==> src/rtl/keypad_credential_capture.sv <==
// keypad_credential_capture: collects USER/PASSWORD keypad digits and presents them to the
// gate FSM with a valid/ack/reject handshake, an inactivity timeout and a reject lockout.
module keypad_credential_capture #(
  parameter int W_PASS         = 4,
  parameter int TIMEOUT_CYCLES = 16,
  parameter int MAX_ATTEMPTS   = 3,
  parameter int LOCK_CYCLES    = 32
) (
  input  logic              clk,
  input  logic              rst,
  input  logic              car_present,
  input  logic              key_strobe,
  input  logic [3:0]        key_code,
  input  logic              key_enter,
  input  logic              key_clear,
  input  logic              cred_ack,
  input  logic              cred_reject,
  output logic [W_PASS-1:0] USER,
  output logic [W_PASS-1:0] PASSWORD,
  output logic              cred_valid,
  output logic              locked,
  output logic [2:0]        entry_state
);
  localparam int TW = (TIMEOUT_CYCLES > 1) ? $clog2(TIMEOUT_CYCLES) : 1;
  localparam int LW = (LOCK_CYCLES > 1) ? $clog2(LOCK_CYCLES) : 1;
  localparam int AW = $clog2(MAX_ATTEMPTS + 1);
  typedef enum logic [2:0] {
    S_IDLE     = 3'd0,
    S_GET_USER = 3'd1,
    S_GET_PASS = 3'd2,
    S_PRESENT  = 3'd3,
    S_DONE     = 3'd4,
    S_LOCKED   = 3'd5
  } state_t;
  state_t            r_state;
  logic [W_PASS-1:0] r_user;
  logic [W_PASS-1:0] r_pass;
  logic              r_seen;
  logic              r_cred_valid;
  logic              r_locked;
  logic [TW-1:0]     r_timer;
  logic [LW-1:0]     r_lock_cnt;
  logic [AW-1:0]     r_att;
  logic              w_keying;
  logic              w_any_key;
  logic              w_to_idle;
  logic              w_in_user;
  logic              w_commit;
  logic [W_PASS-1:0] w_field;
  logic [W_PASS-1:0] w_shift;
  logic [AW-1:0]     w_att_nxt;
  always_comb begin
    w_in_user = r_state == S_GET_USER;
    w_keying  = w_in_user || r_state == S_GET_PASS;
    w_any_key = key_strobe || key_enter || key_clear;
    w_field   = w_in_user ? r_user : r_pass;
    w_shift   = (w_field << 4) | W_PASS'(key_code);
    w_commit  = key_enter && (key_strobe || r_seen);
    w_att_nxt = r_att + AW'(1);
    // Car departure outranks keys and responses; timeout only fires on a keyless cycle.
    w_to_idle = (!car_present && (w_keying || r_state == S_PRESENT || r_state == S_DONE)) ||
                (w_keying && !w_any_key && r_timer == TW'(TIMEOUT_CYCLES - 1)) ||
                (r_state == S_LOCKED && r_lock_cnt == LW'(LOCK_CYCLES - 1));
  end
  always_ff @(posedge clk or negedge rst) begin
    if (!rst) begin
      r_state      <= S_IDLE;
      r_user       <= '0;
      r_pass       <= '0;
      r_seen       <= 1'b0;
      r_cred_valid <= 1'b0;
      r_locked     <= 1'b0;
      r_timer      <= '0;
      r_lock_cnt   <= '0;
      r_att        <= '0;
    end else if (w_to_idle) begin
      r_state      <= S_IDLE;
      r_user       <= '0;
      r_pass       <= '0;
      r_seen       <= 1'b0;
      r_cred_valid <= 1'b0;
      r_locked     <= 1'b0;
      r_timer      <= '0;
      r_att        <= '0;
    end else begin
      case (r_state)
        S_IDLE: if (car_present) begin
          r_state <= S_GET_USER;
          r_user  <= '0;
          r_pass  <= '0;
          r_seen  <= 1'b0;
          r_timer <= '0;
        end
        S_GET_USER, S_GET_PASS: begin
          r_timer <= w_any_key ? '0 : r_timer + TW'(1);
          if (key_clear) begin
            r_seen <= 1'b0;
            if (w_in_user) r_user <= '0;
            else r_pass <= '0;
          end else begin
            if (key_strobe) begin
              r_seen <= 1'b1;
              if (w_in_user) r_user <= w_shift;
              else r_pass <= w_shift;
            end
            // The fresh field starts empty, so the later assignment wins over the strobe.
            if (w_commit) begin
              r_seen       <= 1'b0;
              r_state      <= w_in_user ? S_GET_PASS : S_PRESENT;
              r_cred_valid <= !w_in_user;
            end
          end
        end
        S_PRESENT: if (cred_reject) begin
          r_att        <= w_att_nxt;
          r_cred_valid <= 1'b0;
          if (w_att_nxt == AW'(MAX_ATTEMPTS)) begin
            r_state    <= S_LOCKED;
            r_locked   <= 1'b1;
            r_lock_cnt <= '0;
          end else begin
            r_state <= S_GET_PASS;
            r_pass  <= '0;
            r_seen  <= 1'b0;
            r_timer <= '0;
          end
        end else if (cred_ack) begin
          r_state      <= S_DONE;
          r_att        <= '0;
          r_cred_valid <= 1'b0;
        end
        S_DONE: ;
        S_LOCKED: r_lock_cnt <= r_lock_cnt + LW'(1);
        default: r_state <= S_IDLE;
      endcase
    end
  end
  assign USER        = r_user;
  assign PASSWORD    = r_pass;
  assign cred_valid  = r_cred_valid;
  assign locked      = r_locked;
  assign entry_state = r_state;
endmodule

==> config.mk <==
export PLATFORM = sky130hd
export DESIGN_NAME = keypad_credential_capture
export DESIGN_NICKNAME = d
export VERILOG_FILES = /design/src/rtl/keypad_credential_capture.sv
export SDC_FILE = /design/constraint.sdc
export NUM_CORES = 1
export LEC_CHECK = 0
export BUFFER_PORTS_ARGS = -buffer_cell sky130_fd_sc_hd__buf_2
export CAP_MARGIN = 20
export CORE_ASPECT_RATIO = 1.5
export CORE_MARGIN = 4
export CORE_UTILIZATION = 55
export CTS_CLUSTER_DIAMETER = 60
export DETAILED_ROUTE_END_ITERATION = 12
export PLACE_DENSITY = 0.82
export SYNTH_ARGS = -nofsm -noshare
export SYNTH_HDL_FRONTEND = slang
export SYNTH_SLANG_ARGS = --single-unit
==> constraint.sdc <==
create_clock -name clk -period 2.4 [get_ports clk]
set_input_delay 0.24 -clock clk [delete_from_list [all_inputs] [get_ports clk]]
set_output_delay 0.24 -clock clk [all_outputs]
set_load 0.02 [all_outputs]
---- Yosys cells after proc, flatten, opt, wreduce, memory -nomap -nowiden ----
Cells that the tools add are included.
operators by class
  equality and inequality tests ........... 21
  bitwise logic cells ..................... 1
  $add $sub $neg .......................... 3
  muxes and demuxes ....................... 52
  reduce and logical (&&, ||, !) cells .... 36
operators with widths
  operator               number
  $mux W4                15
  $pmux W4 S3            2
  $mux W3                7
  $ne A3 B3 Y1 const B   7
  $mux W1                17
  $reduce_and A4 Y1      4
  $pmux W3 S4            1
  $mux W5                2
  $pmux W5 S2            1
  $reduce_and A5 Y1      2
  $reduce_bool A3 Y1     3
  $logic_or A1 B1 Y1     8
  $mux W2                4
  $ne A4 B4 Y1 const B   2
  $pmux W4 S2            1
  $reduce_bool A2 Y1     4
  $eq A3 B2 Y1 const B   2
  $eq A3 B3 Y1 const B   2
  $reduce_and A6 Y1      1
  $add A5 B1 Y5 const B  1
  $eq A5 B5 Y1 const B   1
  $logic_and A1 B1 Y1    5
  $ne A5 B5 Y1 const B   1
  $add A4 B1 Y4 const B  1
  15 further kinds       19
word-level totals
  logic and storage cells ................. 122
  flip-flop bits (word level) ............. 25
  output and inout bits ................... 13
  input bits .............................. 12

---- Logic depth before layout (Yosys ltp) ----
  depth in word-level cells ............... 9
  mapped depth ............................ 8
  depth with buffers taken out ............ 8

---- Worst setup path after synthesis ----
No wires, ideal clock.
  path kind ............................... reg2reg
  from .................................... reg r_lock_cnt[0]
  to ...................................... reg r_state[1], in the netlist entry_state[1]
  path slack .............................. 0.380 ns
  clock period less this slack ............ 2.020 ns
  cell stages (with the launch flop) ...... 9
  library setup time ...................... 0.125 ns
  arrival time ............................ 1.894 ns
  path buffers ............................ 0
  data required time ...................... 2.275 ns
  cell sequence ........................... dfrtp_1 -> ha_1 -> and3_1 -> ha_1 -> nor2b_4 -> o32ai_4 -> o21bai_4 -> nor2_2 -> mux2_4
between the ends
  longest elaborated chain between the ends .. 5
  elaborated cells on any way between the ends .. 10
  classes of those cells .................. 6 x eq/ne; 1 x mux; 3 x reduce/logical
ends and longest elaborated chain
  what                                                         line  source
  start, declared                                              42    logic [LW-1:0] r_lock_cnt;
  start signal, assigned                                       133   S_LOCKED: r_lock_cnt <= r_lock_cnt + LW'(1);
  $eq A5 B5 Y1 *                                               63    (r_state == S_LOCKED && r_lock_cnt == LW'(LOCK_CYCLES - 1));
  $logic_and A1 B1 Y1 *                                        63
  $logic_or A1 B1 Y1 *                                         62    (w_keying && !w_any_key && r_timer == TW'(TIMEOUT_CYCLES - 1)) ||
  $ne A4 B4 Y1 (no source line), or another cell as far along  -
  $reduce_and A5 Y1 (no source line)                           -
  end signal, assigned                                         109   r_state <= w_in_user ? S_GET_PASS : S_PRESENT;
  end, declared                                                35    state_t r_state;
Mark *: on every way between the ends. The rest lies on a longest branch, timed or not.
A chain may end at the register's enable or synchronous reset.

---- Worst setup path in the final report ----
  from .................................... reg r_lock_cnt[0]
  to ...................................... reg r_lock_cnt[2]
between the ends
  longest elaborated chain between the ends .. 5
  elaborated cells on any way between the ends .. 7
  classes of those cells .................. 1 x add/sub; 1 x eq/ne; 1 x mux; 1 x bitwise; 3 x reduce/logical
ends and longest elaborated chain
  what
  branches (longest 5 deep; another with $add A5 B1 Y5)
Parallel ways; which one is timed is not known.

==> metrics.yaml <==
clock_network:
  clk_pin_slew_ns: 0.15
  cts_tree: "yes"
  cts_setup_buffers: 0
  cts_root_buffer: "clkbuf_4"
  cts_buffer_depth: 2
  cts_buffers: 3
  cts_max_level: 1
  ctsResizeCount: 0
  worstSkewPairLatency_ns: 0.33
  cts.sinks: 25
sta:
  min_period_over_period_pct: 91.5
  worst_hold_slack_ns: 0.131
  hold_viol: 0
  timing.final.crit_period_ns: 2.20
  tns_ns: 0
  rsz0062_at_grt: "no"
  fmax_mhz: 455
  finalClockSkew_ns: 0.0165
  tightest_slew_ns: 0.717
  setup_viol: 0
  slew_violations: 0
  max_slew_margin_pct: 52.2
critical_path:
  r2r_setup_slack_ns: 0.20
  reg2reg_depth: 8
  critPathCaptureType: "register"
  cp_slowest_cell: "dfrtp_1"
  path_cells: "ha_1, and3_1, ha_1, nor2b_4, o32ai_4, nor3_2, o21ai_1, a22o_1"
  start_kind: "register"
  cp.depth: 8
  worstPathMaxFanout: 6
  path_class: "register to register"
  critPathTopFamily: "simple AND/OR/NAND/NOR gates"
  crit_buf_inv: 0
  cp.arrival_ns: 2.44
  r2r-end: "r_lock_cnt[2]"
  critical-path-max-stage-delay_ns: 0.44
  r2r-start: "r_lock_cnt[0]"
  crit_required_ns: 2.64
  crit_path_frequent_cell: "ha_1"
power:
  power_frac_seq_pct: 40.7
  switching_share_pct: 44.4
  power.density_mw_per_mm2: 987
  p_leak_nw: 0.756
  p_sw_w: 0.000717
  p_clk_share_pct: 12.0
  internal_power_w: 0.000900
  combinationalPowerShare_pct: 47.3
  vdd_drop_max_mv: 0.537
synthesis:
  synth_cell_types: 45
  synth_most_common_cell: "dfrtp_1"
  synth-seq-area-share_pct: 42.8
  synthesis.area_sq_mm: 0.00146
  yosys_register_bits: 25
  ys_top_cells_by_area: "dfrtp_1 (43%), a22o_1 (5.4%), o21ai_0 (4.5%), ha_1 (3.4%), nor2_1 (2.8%)"
  yosysTopAreaCell: "dfrtp_1"
  yosys_most_used_dff: "dfrtp_1"
  syn_avg_cell_area_sq_um: 9.73
  netlist_top_cells_count: "dfrtp_1 (25), o21ai_0 (13), nor2_1 (11)"
  synth_edf_count: 0
  synthArstFlopShare_pct: 100
  synth_cells: 150
  syn-num-nets: 166
  ys_warn_count: 0
  synth_top_cell_area_share_pct: 42.8
die:
  die_area_sq_mm: 0.00356
  start_util_pct: 58.3
  placeableCoreArea_sq_mm: 0.00250
  rows: 22
  dieHeight_um: 71.1
  io_pins: 25
  fp.dieW_um: 50.1
cells_and_area:
  stdcell_count: 211
  fin_nets: 192
  diodes: 0
  drive_above_1_share_pct: 22.9
  synthToLayoutAreaGrowth_pct: 12.2
min_path:
  holdPathStages: 2
  holdPathEnd: "r_seen"
  hold_start: "key_enter"
  min_path_type: "primary input to register"
detailed_routing:
  postRouteAntennaNets: 0
  drcViolationCount: 0
  drt-total-wl_mm: 3.27
  vias: 1278
  dr.pass1.iters: 4
  viasPerCell: 6.06
  drt_first_iter_violations: 38
  wire_per_inst_um: 15.5
grt:
  grt_pass1_vias: 1274
  antenna_found_initial: 0
  grt_max_degree: 26
  overflow: 0
  grt_usage_pct: 19.2
  grt_pass1_wl_mm: 5.38
place:
  dpl.hpwl_mm: 2.49
  io_buffers: 24
  gp_congestion: 0.843
  placed_cells: 206
run_status:
  outcome: "completed"
job:
  drv_cap: 0
## worst max path at each step
stage / startpoint / slack [ns] / endpoint
2_1_floorplan: r_lock_cnt[0] / 0.38 / entry_state[1]
3_3_place_gp: r_lock_cnt[0] / 0.30 / entry_state[1]
3_5_place_dp: r_lock_cnt[0] / 0.20 / r_lock_cnt[2]
4_1_cts: r_lock_cnt[0] / 0.19 / r_lock_cnt[2]
5_1_grt: r_lock_cnt[0] / 0.06 / r_lock_cnt[2]
6_report: r_lock_cnt[0] / 0.20 / r_lock_cnt[2]
## cells by family (layout without fill, tap and decap cells)
group / after synthesis / after routing / share of synthesized area [%]
xor gates and xnor gates: 1 / 1 / 0.600
and+or+nand+nor: 55 / 55 / 22.2
buffers and inverters: 13 / 38 / 4.28
AOI/OAI and AO/OA: 51 / 51 / 25.6
muxes: 1 / 1 / 1.03
adders and majority gates: 4 / 4 / 3.43
DFF: 25 / 25 / 42.8
## worst register-to-register path, stage by stage (launching register included)
cell     delay, ns
dfrtp_1       0.44
ha_1          0.23
and3_1        0.19
ha_1          0.25
nor2b_4       0.16
o32ai_4       0.12
nor3_2        0.37
o21ai_1       0.12
a22o_1        0.25
## cells in the final DEF, fill, tap and decap left out, types with 5 or more instances in the layout
cell type,netlist,routed
a21oi_1,8,8
a22o_1,9,9
a31oi_1,5,5
buf_2,2,24
dfrtp_1,25,25
inv_1,7,7
nand2_1,9,9
nor2_1,11,11
nor2b_1,5,5
o21ai_0,13,13
## power groups by stage
stage | logic, W | registers (W) | clock network [W]
final | 0.000765 | 0.000659 | 0.000193
after global routing | 0.000846 | 0.000679 | 0.000212
after CTS | 0.000765 | 0.000654 | 0.000196
after detailed placement | 0.000761 | 0.000663 | 0
after global placement | 0.000733 | 0.000652 | 0
after floorplan | 0.000599 | 0.000629 | 0
## metal layers
layer	GRT usage, %	part of all wire (%)	wire length, um	vias up
li1	-	-	-	611
met1	21.8	41	1350	627
met2	33.9	53	1740	32
met3	2.11	3.2	106	8
met4	11.1	2.3	76	0
met5	0	0	0	-
## flip-flops by register name, indices dropped and copies added, names as in the netlist
name,cells
r_lock_cnt,5
PASSWORD,4
USER,4
r_timer,4
entry_state,3
r_att,2
cred_valid,1
locked,1
r_seen,1
## stage by stage
step / util (%) / total power, W / area, sq um / worst slack (ns)
2_1_floorplan: - / 0.00123 / 1460 / 0.380
5_1_grt: 65.4 / 0.00174 / 1640 / 0.0561
6_report: 65.4 / 0.00162 / 1640 / 0.204
3_5_place_dp: 63.9 / 0.00142 / 1600 / 0.204
3_3_place_gp: 63.9 / 0.00139 / 1600 / 0.304
4_1_cts: 65.4 / 0.00162 / 1640 / 0.187
## final cells by class
cell class,instances,area (sq um)
clock buffer,3,22.5
clock inverter,1,5.00
fill,211,867
inverter,8,30.0
multi-input combinational,112,772
sequential,25,626
tap,36,45.0
timing repair buffer,26,138
## repair_timing
item,4_1_cts,5_1_grt
setup endpoints to repair,0,0
hold endpoints to repair,25,0
hold buffers,1,0
(Power assumes the default switching activity.)
